==> config.mk <==
export PLATFORM = sky130hd
export DESIGN_NAME = vend_credit_ctrl_flat
export DESIGN_NICKNAME = d
export VERILOG_FILES = /design/src/rtl/vend_credit_ctrl_if.sv /design/src/rtl/vend_credit_ctrl.sv /design/src/flat_wrapper.sv
export SDC_FILE = /design/constraint.sdc
export NUM_CORES = 1
export LEC_CHECK = 0
export BUFFER_PORTS_ARGS = -buffer_cell sky130_fd_sc_hd__clkbuf_2
export CAP_MARGIN = 10
export CORE_ASPECT_RATIO = 0.7
export CORE_MARGIN = 2
export CORE_UTILIZATION = 50
export DETAILED_ROUTE_END_ITERATION = 16
export PLACE_DENSITY = 0.78
export SLEW_MARGIN = 20
export SYNTH_ARGS = -nofsm -noshare
export SYNTH_HDL_FRONTEND = slang
export SYNTH_SLANG_ARGS = --single-unit
export TNS_END_PERCENT = 20
==> constraint.sdc <==
create_clock -name clk -period 2.5 [get_ports clk]
set_clock_uncertainty 0.05 [all_clocks]
set_input_delay 0.125 -clock clk [delete_from_list [all_inputs] [get_ports clk]]
set_output_delay 0.125 -clock clk [all_outputs]
set_load 0.005 [all_outputs]
==> src/rtl/vend_credit_ctrl_if.sv <==
// Signal bundle between the credit controller, the credit register and the
// coin / dispense / payout blocks. master = controller side.
interface vend_credit_ctrl_if #(
    parameter int WIDTH = 5
);
    logic             coin_valid;
    logic [1:0]       coin_val;
    logic             coin_ready;
    logic             coin_reject;
    logic             vend_req;
    logic             cancel;
    logic             vend_out;
    logic             vend_deny;
    logic             change_valid;
    logic [WIDTH-1:0] change_amt;
    logic             change_ack;
    logic             reg_load;
    logic             reg_clear;
    logic [WIDTH-1:0] reg_d;
    logic [WIDTH-1:0] reg_q;

    modport master (
        input  coin_valid, coin_val, vend_req, cancel, change_ack, reg_q,
        output coin_ready, coin_reject, vend_out, vend_deny,
               change_valid, change_amt, reg_load, reg_clear, reg_d
    );

    modport slave (
        output coin_valid, coin_val, vend_req, cancel, change_ack, reg_q,
        input  coin_ready, coin_reject, vend_out, vend_deny,
               change_valid, change_amt, reg_load, reg_clear, reg_d
    );
endinterface

==> src/rtl/vend_credit_ctrl.sv <==
// Vending credit controller: sequences the external credit register for coins,
// vends and refunds. Optional idle auto-refund enabled by CREDIT_TIMEOUT_EN.
module vend_credit_ctrl #(
    parameter int WIDTH          = 5,
    parameter int PRICE          = 15,
    parameter int TIMEOUT_CYCLES = 1000
) (
    input  logic                clk,
    input  logic                rst_n,
    vend_credit_ctrl_if.master  bus
);

    typedef enum logic [2:0] {INIT, IDLE, SETTLE, VEND, CHANGE} state_t;

    state_t           state_q, state_d;
    logic             vend_out_q, vend_out_d;
    logic             vend_deny_q, vend_deny_d;
    logic             change_valid_q, change_valid_d;
    logic [WIDTH-1:0] change_amt_q, change_amt_d;
    logic             reg_load, reg_clear, coin_ready, coin_reject;
    logic [WIDTH-1:0] reg_d;
    logic [WIDTH:0]   coin_sum;
    logic             timeout_hit;

    function automatic logic [WIDTH:0] coin_value(input logic [1:0] code);
        case (code)
            2'b00:   return (WIDTH+1)'(1);
            2'b01:   return (WIDTH+1)'(2);
            2'b10:   return (WIDTH+1)'(5);
            default: return (WIDTH+1)'(10);
        endcase
    endfunction

`ifdef CREDIT_TIMEOUT_EN
    localparam int TW = $clog2(TIMEOUT_CYCLES + 1);

    logic [TW-1:0] idle_cnt_q, idle_cnt_d;

    // Counts only quiet IDLE cycles holding credit; anything else restarts it.
    always_comb begin
        idle_cnt_d  = '0;
        timeout_hit = 1'b0;
        if (state_q == IDLE && !bus.cancel && !bus.vend_req && !bus.coin_valid &&
            bus.reg_q != '0) begin
            if (idle_cnt_q == TW'(TIMEOUT_CYCLES - 1))
                timeout_hit = 1'b1;
            else
                idle_cnt_d = idle_cnt_q + 1'b1;
        end
    end

    always_ff @(posedge clk or negedge rst_n) begin
        if (!rst_n)
            idle_cnt_q <= '0;
        else
            idle_cnt_q <= idle_cnt_d;
    end
`else
    localparam int unused_timeout = TIMEOUT_CYCLES;

    assign timeout_hit = 1'b0;
`endif

    always_comb begin
        // NOTE: every output of this block gets a default first so no path leaves a latch.
        state_d        = state_q;
        vend_out_d     = 1'b0;
        vend_deny_d    = 1'b0;
        change_valid_d = change_valid_q;
        change_amt_d   = change_amt_q;
        reg_load       = 1'b0;
        reg_clear      = 1'b0;
        reg_d          = '0;
        coin_ready     = 1'b0;
        coin_reject    = 1'b0;
        coin_sum       = {1'b0, bus.reg_q} + coin_value(bus.coin_val);

        case (state_q)
            INIT: begin
                // Gated so reg_clear stays low while reset is held.
                reg_clear = rst_n;
                state_d   = IDLE;
            end
            IDLE: begin
                coin_ready = !bus.cancel && !bus.vend_req;
                if (bus.cancel || timeout_hit) begin
                    if (bus.reg_q != '0) begin
                        change_amt_d   = bus.reg_q;
                        change_valid_d = 1'b1;
                        state_d        = CHANGE;
                    end
                end else if (bus.vend_req) begin
                    if (bus.reg_q >= WIDTH'(PRICE)) begin
                        change_amt_d = bus.reg_q - WIDTH'(PRICE);
                        vend_out_d   = 1'b1;
                        state_d      = VEND;
                    end else begin
                        vend_deny_d = 1'b1;
                    end
                end else if (bus.coin_valid) begin
                    if (!coin_sum[WIDTH]) begin
                        reg_load = 1'b1;
                        reg_d    = coin_sum[WIDTH-1:0];
                        state_d  = SETTLE;
                    end else begin
                        coin_reject = 1'b1;
                    end
                end
            end
            SETTLE: state_d = IDLE;
            VEND: begin
                if (change_amt_q != '0) begin
                    reg_load       = 1'b1;
                    reg_d          = change_amt_q;
                    change_valid_d = 1'b1;
                    state_d        = CHANGE;
                end else begin
                    reg_clear = 1'b1;
                    state_d   = IDLE;
                end
            end
            CHANGE: begin
                if (bus.change_ack) begin
                    reg_clear      = 1'b1;
                    change_valid_d = 1'b0;
                    change_amt_d   = '0;
                    state_d        = IDLE;
                end
            end
            default: state_d = INIT;
        endcase
    end

    // NOTE: state and registered outputs update with non-blocking assignments only.
    always_ff @(posedge clk or negedge rst_n) begin
        if (!rst_n) begin
            state_q        <= INIT;
            vend_out_q     <= 1'b0;
            vend_deny_q    <= 1'b0;
            change_valid_q <= 1'b0;
            change_amt_q   <= '0;
        end else begin
            state_q        <= state_d;
            vend_out_q     <= vend_out_d;
            vend_deny_q    <= vend_deny_d;
            change_valid_q <= change_valid_d;
            change_amt_q   <= change_amt_d;
        end
    end

    assign bus.coin_ready   = coin_ready;
    assign bus.coin_reject  = coin_reject;
    assign bus.reg_load     = reg_load;
    assign bus.reg_clear    = reg_clear;
    assign bus.reg_d        = reg_d;
    assign bus.vend_out     = vend_out_q;
    assign bus.vend_deny    = vend_deny_q;
    assign bus.change_valid = change_valid_q;
    assign bus.change_amt   = change_amt_q;

endmodule

==> src/flat_wrapper.sv <==
// flat-port wrapper written by rule: the top's interface ports become plain ports
module vend_credit_ctrl_flat 
#(
    parameter int WIDTH          = 5,
    parameter int PRICE          = 15,
    parameter int TIMEOUT_CYCLES = 1000
)
  (clk, rst_n, bus_coin_valid, bus_coin_val, bus_vend_req, bus_cancel, bus_change_ack, bus_reg_q, bus_coin_ready, bus_coin_reject, bus_vend_out, bus_vend_deny, bus_change_valid, bus_change_amt, bus_reg_load, bus_reg_clear, bus_reg_d);
  vend_credit_ctrl_if #(.WIDTH(WIDTH)) bus_i ();
  input  logic clk;
  input  logic rst_n;
  input wire logic [$bits(bus_i.coin_valid)-1:0] bus_coin_valid;
  input wire logic [$bits(bus_i.coin_val)-1:0] bus_coin_val;
  input wire logic [$bits(bus_i.vend_req)-1:0] bus_vend_req;
  input wire logic [$bits(bus_i.cancel)-1:0] bus_cancel;
  input wire logic [$bits(bus_i.change_ack)-1:0] bus_change_ack;
  input wire logic [$bits(bus_i.reg_q)-1:0] bus_reg_q;
  output wire logic [$bits(bus_i.coin_ready)-1:0] bus_coin_ready;
  output wire logic [$bits(bus_i.coin_reject)-1:0] bus_coin_reject;
  output wire logic [$bits(bus_i.vend_out)-1:0] bus_vend_out;
  output wire logic [$bits(bus_i.vend_deny)-1:0] bus_vend_deny;
  output wire logic [$bits(bus_i.change_valid)-1:0] bus_change_valid;
  output wire logic [$bits(bus_i.change_amt)-1:0] bus_change_amt;
  output wire logic [$bits(bus_i.reg_load)-1:0] bus_reg_load;
  output wire logic [$bits(bus_i.reg_clear)-1:0] bus_reg_clear;
  output wire logic [$bits(bus_i.reg_d)-1:0] bus_reg_d;
  assign bus_i.coin_valid = bus_coin_valid;
  assign bus_i.coin_val = bus_coin_val;
  assign bus_i.vend_req = bus_vend_req;
  assign bus_i.cancel = bus_cancel;
  assign bus_i.change_ack = bus_change_ack;
  assign bus_i.reg_q = bus_reg_q;
  assign bus_coin_ready = bus_i.coin_ready;
  assign bus_coin_reject = bus_i.coin_reject;
  assign bus_vend_out = bus_i.vend_out;
  assign bus_vend_deny = bus_i.vend_deny;
  assign bus_change_valid = bus_i.change_valid;
  assign bus_change_amt = bus_i.change_amt;
  assign bus_reg_load = bus_i.reg_load;
  assign bus_reg_clear = bus_i.reg_clear;
  assign bus_reg_d = bus_i.reg_d;
  vend_credit_ctrl #(.WIDTH(WIDTH), .PRICE(PRICE), .TIMEOUT_CYCLES(TIMEOUT_CYCLES)) u_core (.clk(clk), .rst_n(rst_n), .bus(bus_i));
endmodule
## After elaboration in Yosys (flattened, before gate mapping)

Cells that the tools add are included.

- Multiplexer cells: 50
- Reductions and logical operators: 13
- Equal/unequal tests: 16
- Add/subtract/negate cells: 2
- Magnitude comparators: 1

Operator list:

| cell | count |
|---|---|
| two-way mux 5 bit | 10 |
| two-way mux 1 bit | 25 |
| two-way mux 3 bit | 8 |
| one-hot mux 5 bit (2 select lines) | 2 |
| AND reduction 5 bit | 3 |
| one-hot mux 3 bit (4 select lines) | 1 |
| one-hot mux 4 bit (3 select lines) | 1 |
| nonzero test 5 bit | 2 |
| inequality test 4 bit, second input constant | 2 |
| adder 5 x 4 -> 6 bit | 1 |
| == test 3 x 2 -> 1 bit, second input constant | 2 |
| inequality test 3 x 2 -> 1 bit, second input constant | 2 |
| one-hot mux 1 bit (3 select lines) | 2 |
| greater-or-equal comparator 5 x 4 -> 1 bit, second input constant | 1 |
| subtractor 5 x 4 -> 5 bit, second input constant | 1 |
| inequality test 2 x 1 -> 1 bit, second input constant | 2 |
| inequality test 2 bit, second input constant | 2 |
| inequality test 4 x 3 -> 1 bit, second input constant | 1 |
| == test 3 x 1 -> 1 bit, second input constant | 1 |
| == test 3 bit, second input constant | 1 |
| zero test 3 bit | 1 |
| inequality test 3 bit, second input constant | 1 |
| nonzero test 3 bit | 1 |
| == test 2 x 1 -> 1 bit, second input constant | 1 |
| 7 further kinds | 8 |

- Logic and storage cells: 87
- Bits of input ports: 13
- Output and inout bits: 17
- Register bits: 11

## Longest topological paths before layout

- Word-level depth: 8
- Mapped depth: 7
- Depth with buffers taken out: 6

## Worst setup path before layout

Ideal clock, no wire load.

- Path kind: reg2reg
- Start: register u_core.state_q[0]
- End: register u_core.change_amt_q[0], in the netlist u_core.bus.change_amt[0]
- Required time: 2,325 ps
- Arrival: 1,545 ps
- Slack: 781 ps
- Cell stages (with the launch flop): 6
- Clock period less this slack: 1,719 ps
- Library setup time: 125 ps
- Path through: dfrtp_1 -> clkbuf_2 -> nor3b_2 -> nand2_1 -> a32oi_2 -> mux2_2

- Longest elaborated chain between the ends: 3

Ends and longest elaborated chain:

| what | line | RTL |
|---|---|---|
| start: declaration | vend_credit_ctrl.sv:15 | `state_t state_q, state_d;` |
| start signal: assignment | vend_credit_ctrl.sv:143 | `state_q <= state_d;` |
| == test 3 x 1 -> 1 bit / == test 3 bit (equally long branches) | vend_credit_ctrl.sv:78 | `case (state_q)` |
| inequality test 3 x 2 -> 1 bit (no line) (tied with other cells) | -- |  |
| AND reduction 5 bit (no line) | -- |  |
| end signal: assignment | vend_credit_ctrl.sv:147 | `change_amt_q <= change_amt_d;` |
| end: declaration | vend_credit_ctrl.sv:19 | `logic [WIDTH-1:0] change_amt_q, change_amt_d;` |

Parallel ways exist; a longest one is shown, timed or not.
A chain may end at the register's enable or synchronous reset.

## Worst setup path after layout

- Start: register u_core.state_q[0]
- End: output bus_reg_load

- Longest elaborated chain between the ends: 2

Ends and longest elaborated chain:

| what | line | RTL |
|---|---|---|
| == test 3 x 2 -> 1 bit / == test 3 x 1 -> 1 bit (equally long branches) | vend_credit_ctrl.sv:78 |  |
| one-hot mux 1 bit (2 select lines) (*) | vend_credit_ctrl.sv:78 |  |
| end: declaration | flat_wrapper.sv:24 | `output wire logic [$bits(bus_i.reg_load)-1:0] bus_reg_load;` |

Every way passes the cells marked *; elsewhere a longest branch is shown, timed or not.

==> results by group <==
Route
  • Via Count: 860
  • Pre-antenna DRT Iters: 4
  • Drt wl/cell: 14.1 um
  • Antenna-violating nets left: 0
  • Routed WL: 2160 um
  • Vias/cell: 5.62
  • Residual DRC: 0
  • Detailed Route Iter0 Violations: 9

Clocking
  • Setup repair bufs after CTS: 0
  • Maximum clock path buffer count: 2
  • Hold Buf Count CTS: 1
  • Reg clk slew, reported paths: 0.07 ns
  • Post-cts resize count: 0
  • H-tree level count: 1
  • # clock sinks: 11
  • Clock latency at the later pin of the worst-skew pair: 0.27 ns
  • CTS Root Cell: clkbuf_4
  • CTS tree: built
  • CTS buffer count: 3

Synthesis
  • Synth Area in Compound Gates: 17.1%
  • XOR/XNOR Fraction of Synth Area: 5.36%
  • Leading area contributor after synthesis: dfrtp_1
  • Synth top area share: 28.1%
  • Adder-Cell Fraction of Synth Area: 11.0%
  • Ys async rst share: 100%
  • Area contributors post-synth: dfrtp_1 (28%), ha_1 (8.9%), mux2_2 (5.7%), a22o_1 (4.5%), mux2i_1 (3.1%)
  • Top-count cell post-synth: dfrtp_1
  • Synthesized cell area: 981 sq um
  • Seq cells post-synth: 11
  • Yosys Warn Count: 0
  • Largest family of logic cells by synthesized area: simple AND/OR/NAND/NOR gates
  • Post-synth EDFFs: 0
  • Mux share of post-synthesis cell area: 8.80%
  • Synth Area in Simple Gates: 24.4%
  • Most frequent cells after synthesis: dfrtp_1 (11), nor2_1 (8), ha_1 (7)
  • Library cells used by synthesis: 47
  • Sequential element share of the synthesized area: 28.1%
  • Synth Net Count: 123
  • Most used DFF post-synth: dfrtp_1
  • Mean post-synth cell area: 9.62 sq um
  • Cells after Synth: 102

Critical path
  • R2R Path End: u_core.bus.change_amt[4]
  • Setup CP Type: reg2out
  • CP max FO: 9
  • Req. time, crit path: 2.33 ns
  • Slowest cell delay on critical path: 0.49 ns
  • Critical Path Slowest Stage Cell: dfrtp_1
  • Critical path, cell by cell: nor3b_2 -> nor3b_4 -> and3_1 -> o21bai_1 -> clkbuf_2
  • CP top delay family: simple AND/OR/NAND/NOR gates
  • Buf/Inv on CP: 1
  • Worst Setup End Kind: output pin
  • CP startpoint kind: flop
  • Flop2flop setup slack: 0.52 ns
  • Crit path DAT: 2.04 ns
  • Critical R2R Launch: u_core.state_q[1]
  • Reg2Reg Depth: 4

Timing
  • RSZ-0062 raised after global routing: no
  • Hold Violations, Final: 0
  • Hold_ws: 0.117 ns
  • Slew HR: 49.3%
  • Fin crit share: 88.5%
  • Maximum achievable frequency: 452 MHz
  • Least-Margin Pin Slew: 0.759 ns
  • Final Critical Period: 2.21 ns
  • Max-slew violation count: 0
  • Finish-stage setup viols: 0
  • Setup TNS: 0 ns

Final layout
  • NumNets Final: 153
  • # diodes: 0
  • Layout cells sized above 1: 35.1%
  • Post-Layout Inst Area: 1160 sq um
  • Final Non-Filler Cells: 153
  • Area delta synth->final: 18.4%
  • FILL cells: 171

Placement
  • GPL Wtd Cong: 0.827
  • Post-DP HPWL: 1810 um
  • Placed Area: 1120 sq um
  • Port buffer count: 29
  • Placed cell count: 148

Min path
  • HP Start: bus_coin_valid
  • Worst min path class: in2reg
  • Hold EP: u_core.state_q[0]
  • Hold Path Depth: 3

Die
  • Initial core utilization: 52.9%
  • Core Region: 1850 sq um
  • Rows: 13
  • Die area: 2340 sq um
  • I/O pins: 30
  • Die H: 41.1 um
  • Die Wd: 56.9 um

Global route
  • Grt total ovfl: 0
  • Initial antenna violation count: 0
  • Largest net degree at the start of global routing: 13
  • Vias in the first global route: 804
  • Total track usage: 20.7%
  • Global-route wire length before repair: 3550 um

Job
  • Max cap viols: 0

Pwr
  • Peak supply drop: 558 uV
  • Power per cell area: 748 nW/um^2
  • Leak Pwr: 0.000583 uW

Run status
  • Status: finished clean
==> report_power, final <==
part | switching, uW | internal (uW) | total (uW)
logic | 190 | 227 | 417
clock network | 61.8 | 59.2 | 121
registers | 81.5 | 249 | 330
==> final cells by class <==
type,instances,area [sq um],share of cell area (%)
multi-input combinational,80,653,56.3
sequential,11,275,23.7
clock buffer,3,22.5,1.94
inverter,6,22.5,1.94
clock inverter,1,5.00,0.431
tap,22,27.5,2.37
timing repair buffer,30,155,13.4
==> cells in the final DEF (no fill, tap or decap), types with 2 or more instances in the layout <==
cell type / netlist / layout
a21o_1: 2 / 2
a22o_1: 5 / 5
and3_1: 2 / 2
clkbuf_2: 2 / 29
clkbuf_4: 0 / 3
dfrtp_1: 11 / 11
ha_1: 7 / 7
inv_1: 6 / 6
mux2_2: 5 / 5
mux2i_1: 3 / 3
nand2_1: 5 / 5
nand3_1: 2 / 2
nor2_1: 8 / 8
nor2b_1: 3 / 3
nor3b_2: 2 / 2
o21ai_0: 2 / 2
o31ai_1: 2 / 2
xnor2_1: 3 / 3
xor2_1: 3 / 3
==> per-layer routing <==
layer | GRT usage, % | vias up | share of wire [%]
li1 | - | 434 | -
met1 | 26.3 | 396 | 50
met2 | 35.3 | 26 | 44
met3 | 6.62 | 4 | 5.1
met4 | 4.65 | 0 | 1.3
met5 | 0 | - | 0
==> per-stage QoR <==
stage                     utilization (%)  worst slack (ns)  power (uW)
after floorplan                         -             0.781         605
after global placement               60.6             0.570         742
after detailed placement             60.6             0.532         753
after CTS                            62.6             0.301         877
after global routing                 62.6             0.145         944
final                                62.6             0.288         868
==> state kept, by name, indices dropped and copies added (netlist names) <==
| signal | cells |
|---|---|
| u_core.bus.change_amt | 5 |
| u_core.bus.change_valid | 1 |
| u_core.bus.vend_deny | 1 |
| u_core.bus.vend_out | 1 |
| u_core.state_q | 3 |
==> worst max-delay path by stage <==
stage	from	to	cells past startpoint
final	u_core.state_q[0]	bus_reg_load	5
after global routing	u_core.state_q[0]	bus_reg_load	5
after CTS	u_core.state_q[0]	bus_reg_load	5
after detailed placement	bus_coin_val[0]	bus_reg_load	8
after global placement	bus_coin_val[0]	bus_reg_load	8
after floorplan	u_core.state_q[0]	u_core.bus.change_amt[0]	5
==> worst reg2reg max path: cells and delay by family, from the launching register on <==
kind,cells,cell delay (ns)
muxes,1,0.39
AOI/OAI and AO/OA,1,0.37
DFF,1,0.46
and+or+nand+nor,2,0.60
==> kinds of logic after synthesis <==
family | after synthesis
AO/OA/AOI/OAI | 21
XOR/XNOR | 6
adder cells (fa/ha/maj) | 8
buffers and inverters | 11
flip-flops | 11
multiplexers | 8
AND/OR/NAND/NOR | 37
Power figures use the tool's default switching activity.
